==> src/rtl/demux1to4_router.sv <==
// 1-to-4 router: steers each input word to one of four registered output channels, each holding its word until acked.
// Latency: 1 cycle from accepted input to out_valid on the destination channel.
// Backpressure: in_ready drops while the destination channel is full and not being acked in the same cycle.
//
// Ports:
//   clock, reset          rising-edge clock; asynchronous active-high reset
//   in_data/in_valid      input word and its strobe; in_ready reports whether it can be taken
//   sel, auto_mode        destination select ({sel[1],sel[0]}) or round-robin via ptr when auto_mode=1
//   out_data/out_valid    per-channel held word (channel i at [i*WIDTH +: WIDTH]) and sticky valid
//   out_ack               per-channel consume strobe
//   ptr                   round-robin pointer
module demux1to4_router #(
  parameter int WIDTH = 8
) (
  input  logic               clock,
  input  logic               reset,
  input  logic [WIDTH-1:0]   in_data,
  input  logic               in_valid,
  output logic               in_ready,
  input  logic [1:0]         sel,
  input  logic               auto_mode,
  output logic [4*WIDTH-1:0] out_data,
  output logic [3:0]         out_valid,
  input  logic [3:0]         out_ack,
  output logic [1:0]         ptr
);

  typedef enum logic {
    EMPTY = 1'b0,
    FULL  = 1'b1
  } ch_state_e;

  ch_state_e        st_q   [4];
  ch_state_e        st_d   [4];
  logic [WIDTH-1:0] data_q [4];
  logic [1:0]       ptr_q;
  logic [1:0]       ptr_d;
  logic [1:0]       dest;
  logic             accept;
  logic [3:0]       load;

  // Ready is derived only from held state, the select path and the acks, so a
  // source may make in_valid depend on in_ready without forming a loop.
  always_comb begin
    dest     = auto_mode ? ptr_q : sel;
    in_ready = (st_q[dest] == EMPTY) | out_ack[dest];
    accept   = in_valid & in_ready;
    load     = 4'b0000;
    load[dest] = accept;
  end

  // Per-channel valid FSM. A refill in the same cycle as an ack keeps the
  // channel FULL, which is what gives one word per cycle per channel.
  always_comb begin
    for (int i = 0; i < 4; i++) begin
      st_d[i] = st_q[i];
      case (st_q[i])
        EMPTY: if (load[i])                st_d[i] = FULL;
        FULL:  if (out_ack[i] && !load[i]) st_d[i] = EMPTY;
        default:                           st_d[i] = EMPTY;
      endcase
    end
  end

  // The pointer only moves on round-robin accepts; manual traffic leaves it
  // where it was so auto mode resumes in order.
  always_comb begin
    ptr_d = ptr_q;
    if (accept && auto_mode) ptr_d = ptr_q + 2'd1;
  end

  always_ff @(posedge clock or posedge reset) begin
    if (reset) begin
      for (int i = 0; i < 4; i++) st_q[i] <= EMPTY;
      ptr_q <= 2'd0;
    end else begin
      for (int i = 0; i < 4; i++) st_q[i] <= st_d[i];
      ptr_q <= ptr_d;
    end
  end

  // Data is only ever overwritten by a new word; an ack leaves the last word visible.
  always_ff @(posedge clock or posedge reset) begin
    if (reset) begin
      for (int i = 0; i < 4; i++) data_q[i] <= '0;
    end else begin
      for (int i = 0; i < 4; i++) begin
        if (load[i]) data_q[i] <= in_data;
      end
    end
  end

  always_comb begin
    out_data  = '0;
    out_valid = 4'b0000;
    for (int i = 0; i < 4; i++) begin
      out_data[i*WIDTH +: WIDTH] = data_q[i];
      out_valid[i]               = (st_q[i] == FULL);
    end
  end

  assign ptr = ptr_q;

endmodule
==> config.mk <==
export PLATFORM = sky130hd
export DESIGN_NAME = demux1to4_router
export DESIGN_NICKNAME = d
export VERILOG_FILES = /design/src/rtl/demux1to4_router.sv
export SDC_FILE = /design/constraint.sdc
export NUM_CORES = 1
export LEC_CHECK = 0
export CAP_MARGIN = 40
export CORE_MARGIN = 5
export CORE_UTILIZATION = 40
export DETAILED_ROUTE_END_ITERATION = 16
export MAX_ROUTING_LAYER = met4
export PLACE_DENSITY = 0.81
export SYNTH_ARGS = -nofsm -noshare
export SYNTH_HDL_FRONTEND = slang
export SYNTH_SLANG_ARGS = --single-unit
==> constraint.sdc <==
create_clock -name clock -period 1.5 [get_ports clock]
set_input_delay 0.3 -clock clock [delete_from_list [all_inputs] [get_ports clock]]
set_output_delay 0.3 -clock clock [all_outputs]
set_load 0.02 [all_outputs]
==> impl_metrics.toml <==
[outcome]
status = "complete, but fails checks"
violations = "setup timing"

[floorplanning]
fp.dieH_um = 73.43
io_pins = 57
die_x_um = 73.43
start_util_pct = 40.81
design.die.area_um2 = 5391
num_rows = 23
core_area_um2 = 3943

[setup_path]
r2r-end = "out_data[19]"
timing.rr.start = "ptr[1]"
required_ps = 1200
critPathKind = "flop to primary output"
cp.arrival_ps = 1510
critPathLaunchType = "flop"
r2r_cells = 4
critPathMaxFanout = 3
rrSetupSlack_ps = -50
cp-end-kind = "primary output"

[sta]
finalSetupViolCount = 21
fin_crit_ps = 1812
timing.final.crit_share_pct = 120.8
relSlewSlack_pct = 78.94
fmax_mhz = 551.9
setup_ws_ps = -311.9
rsz0062_at_grt = "true"
maxSlewViolCount = 0
fin_skew_ps = 6.013
finalHoldViolCount = 0
tightest_slew_ps = 309.3

[synthesis]
syn_nets = 120
ys.warnings.count = 0
netlist_area_um2 = 1609
syn-mean-instance-area_um2 = 15.77
seq_area_frac_synth_pct = 59.10
synth_adder_area_share_pct = 0
yosysUniqueCellTypes = 18
synth_compound_area_share_pct = 1.711
synth_cells = 102
synth_mux_area_share_pct = 28.69
synth_top_family_by_area = "multiplexers"
yosys.area_share.simple_pct = 9.253
synthXorXnorAreaFrac_pct = 0
ys_ff_latch = 38

[route]
drt_iter0_markers = 55
drtPass1Iterations = 4
vias = 1214
ant_nets = 0
wl_per_cell_um = 18.71
dr_wl_met3_um = 278
met2WireLength_um = 2265
highest_layer = "met4"
met1_length_um = 1867
routed_wl_um = 4471
drc_errors = 0
via_per_inst = 5.079

[clock_network]
clock_latency_ps = 280
path_clk_slew_ps = 70
clockBufferDepth = 2
cts-htree-levels = 2
clock-sinks = 38
cts_hold_buf = 0
clockRootBuffer = "clkbuf_8"
cts_tree = "done"
cts_made_buffers = 5

[layout]
num-nets-final = 206
diodes = 0
final_area_um2 = 2620
final_util_pct = 66.46
area_delta_synth_final_pct = 62.83
layout-drive-gt1-share_pct = 41.27

[global_routing]
antenna_found_initial = 0
grt_pass1_vias = 1396
grt_max_degree = 35
grt.total_usage_pct = 17.76
gr-total-overflow = 0
grt_pass1_wl_um = 6906

[run]
max-cap-violations = 0

[power_and_ir_drop]
vdd.ir_drop.worst_v = 0.001310
power.total_w = 0.005129
powerDensity_nw_per_um2 = 1957
p_leak_nw = 1.246

[place]
io_buffers = 56
post-dp-hpwl_um = 2968
place_area_um2 = 2344
gp_congestion = 0.9136

[min_path]
min_path_type = "primary input to async pin"
-- final cells by class --
type	instances	area (um^2)
clock buffer	7	86.33
timing repair buffer	77	708.2
tap	50	62.56
inverter	1	3.754
multi-input combinational	65	802.0
sequential	38	952.2
clock inverter	1	5.005
fill	301	1323
-- report_power, final --
part	internal [W]	switching [W]
logic	0.00128	0.00136
clock network	0.000370	0.000330
registers	0.00152	0.000274
-- metal layers --
layer	vias to the layer above	global-route usage (%)
met3	8	3.420
met1	608	20.93
met4	0	7.646
met5	-	-
met2	50	29.59
li1	548	-
-- critical path: stages (launching register included) --
cell	delay [ps]
dfrtp_2	430
mux2i_4	210
mux2i_2	310
mux2i_2	110
buf_4	170
-- cell usage after synthesis --
library cell	number	share of area, %
o31ai_1	1	0.47
mux2_2	33	23
o21ai_0	3	0.93
inv_1	1	0.23
nand2_1	5	1.2
nor2b_1	1	0.39
nand2b_1	4	1.6
nor3_1	1	0.31
buf_6	1	0.70
nand3_1	1	0.31
dfrtp_1	38	59
nand4_4	4	5.3
a21oi_1	1	0.31
nor2_1	1	0.23
buf_2	1	0.31
mux2i_4	2	2.8
mux2_4	1	0.93
mux2i_1	3	1.9
-- per-stage QoR --
step / hold WS [ps] / setup TNS (ps) / instances / setup WS, ps
4_1_cts: 226.9 / -842.8 / 233 / -282.9
3_3_place_gp: 490.1 / -21860 / 219 / -867.1
6_report: 231.5 / -757.0 / 239 / -311.9
2_1_floorplan: 448.5 / 0 / 102 / 1.425
5_1_grt: 233.1 / -1768 / 239 / -348.1
3_5_place_dp: 495.8 / -24510 / 219 / -981.4
-- cell usage in the layout, fill, tap and decap left out, types with 5 or more instances in the layout --
master / instances
nand2_1: 5
mux2_4: 19
clkdlybuf4s50_1: 14
dfrtp_1: 37
buf_4: 16
clkbuf_8: 6
nand4_4: 8
mux2_2: 15
dlygate4sd2_1: 39
-- sequential cells by signal (all words and copies together), names as in the netlist --
signal     cells
out_data      32
out_valid      4
ptr            2
-- worst max-delay path by stage --
stage	startpoint	end	slack [ps]	cells past startpoint
after floorplan	ptr[1]	in_ready	1	3
after global placement	auto_mode	in_ready	-870	5
after detailed placement	auto_mode	in_ready	-980	5
after CTS	ptr[1]	in_ready	-280	4
after global routing	ptr[1]	in_ready	-350	4
final	ptr[1]	in_ready	-310	4
-- logic make-up (layout without fill, tap and decap cells) --
family	Yosys count	in the layout
compound gates	5	5
buf+inv	3	86
flops	38	38
mux	39	39
simple gates	17	21
-- timing repair --
item                       4_1_cts  5_1_grt
pin swaps                        4        2
setup endpoints to repair       77       34
resized for setup               66       11
buffers inserted                 2        6
gates cloned                     4        0
No activity file was read; power rests on OpenSTA's default activity.
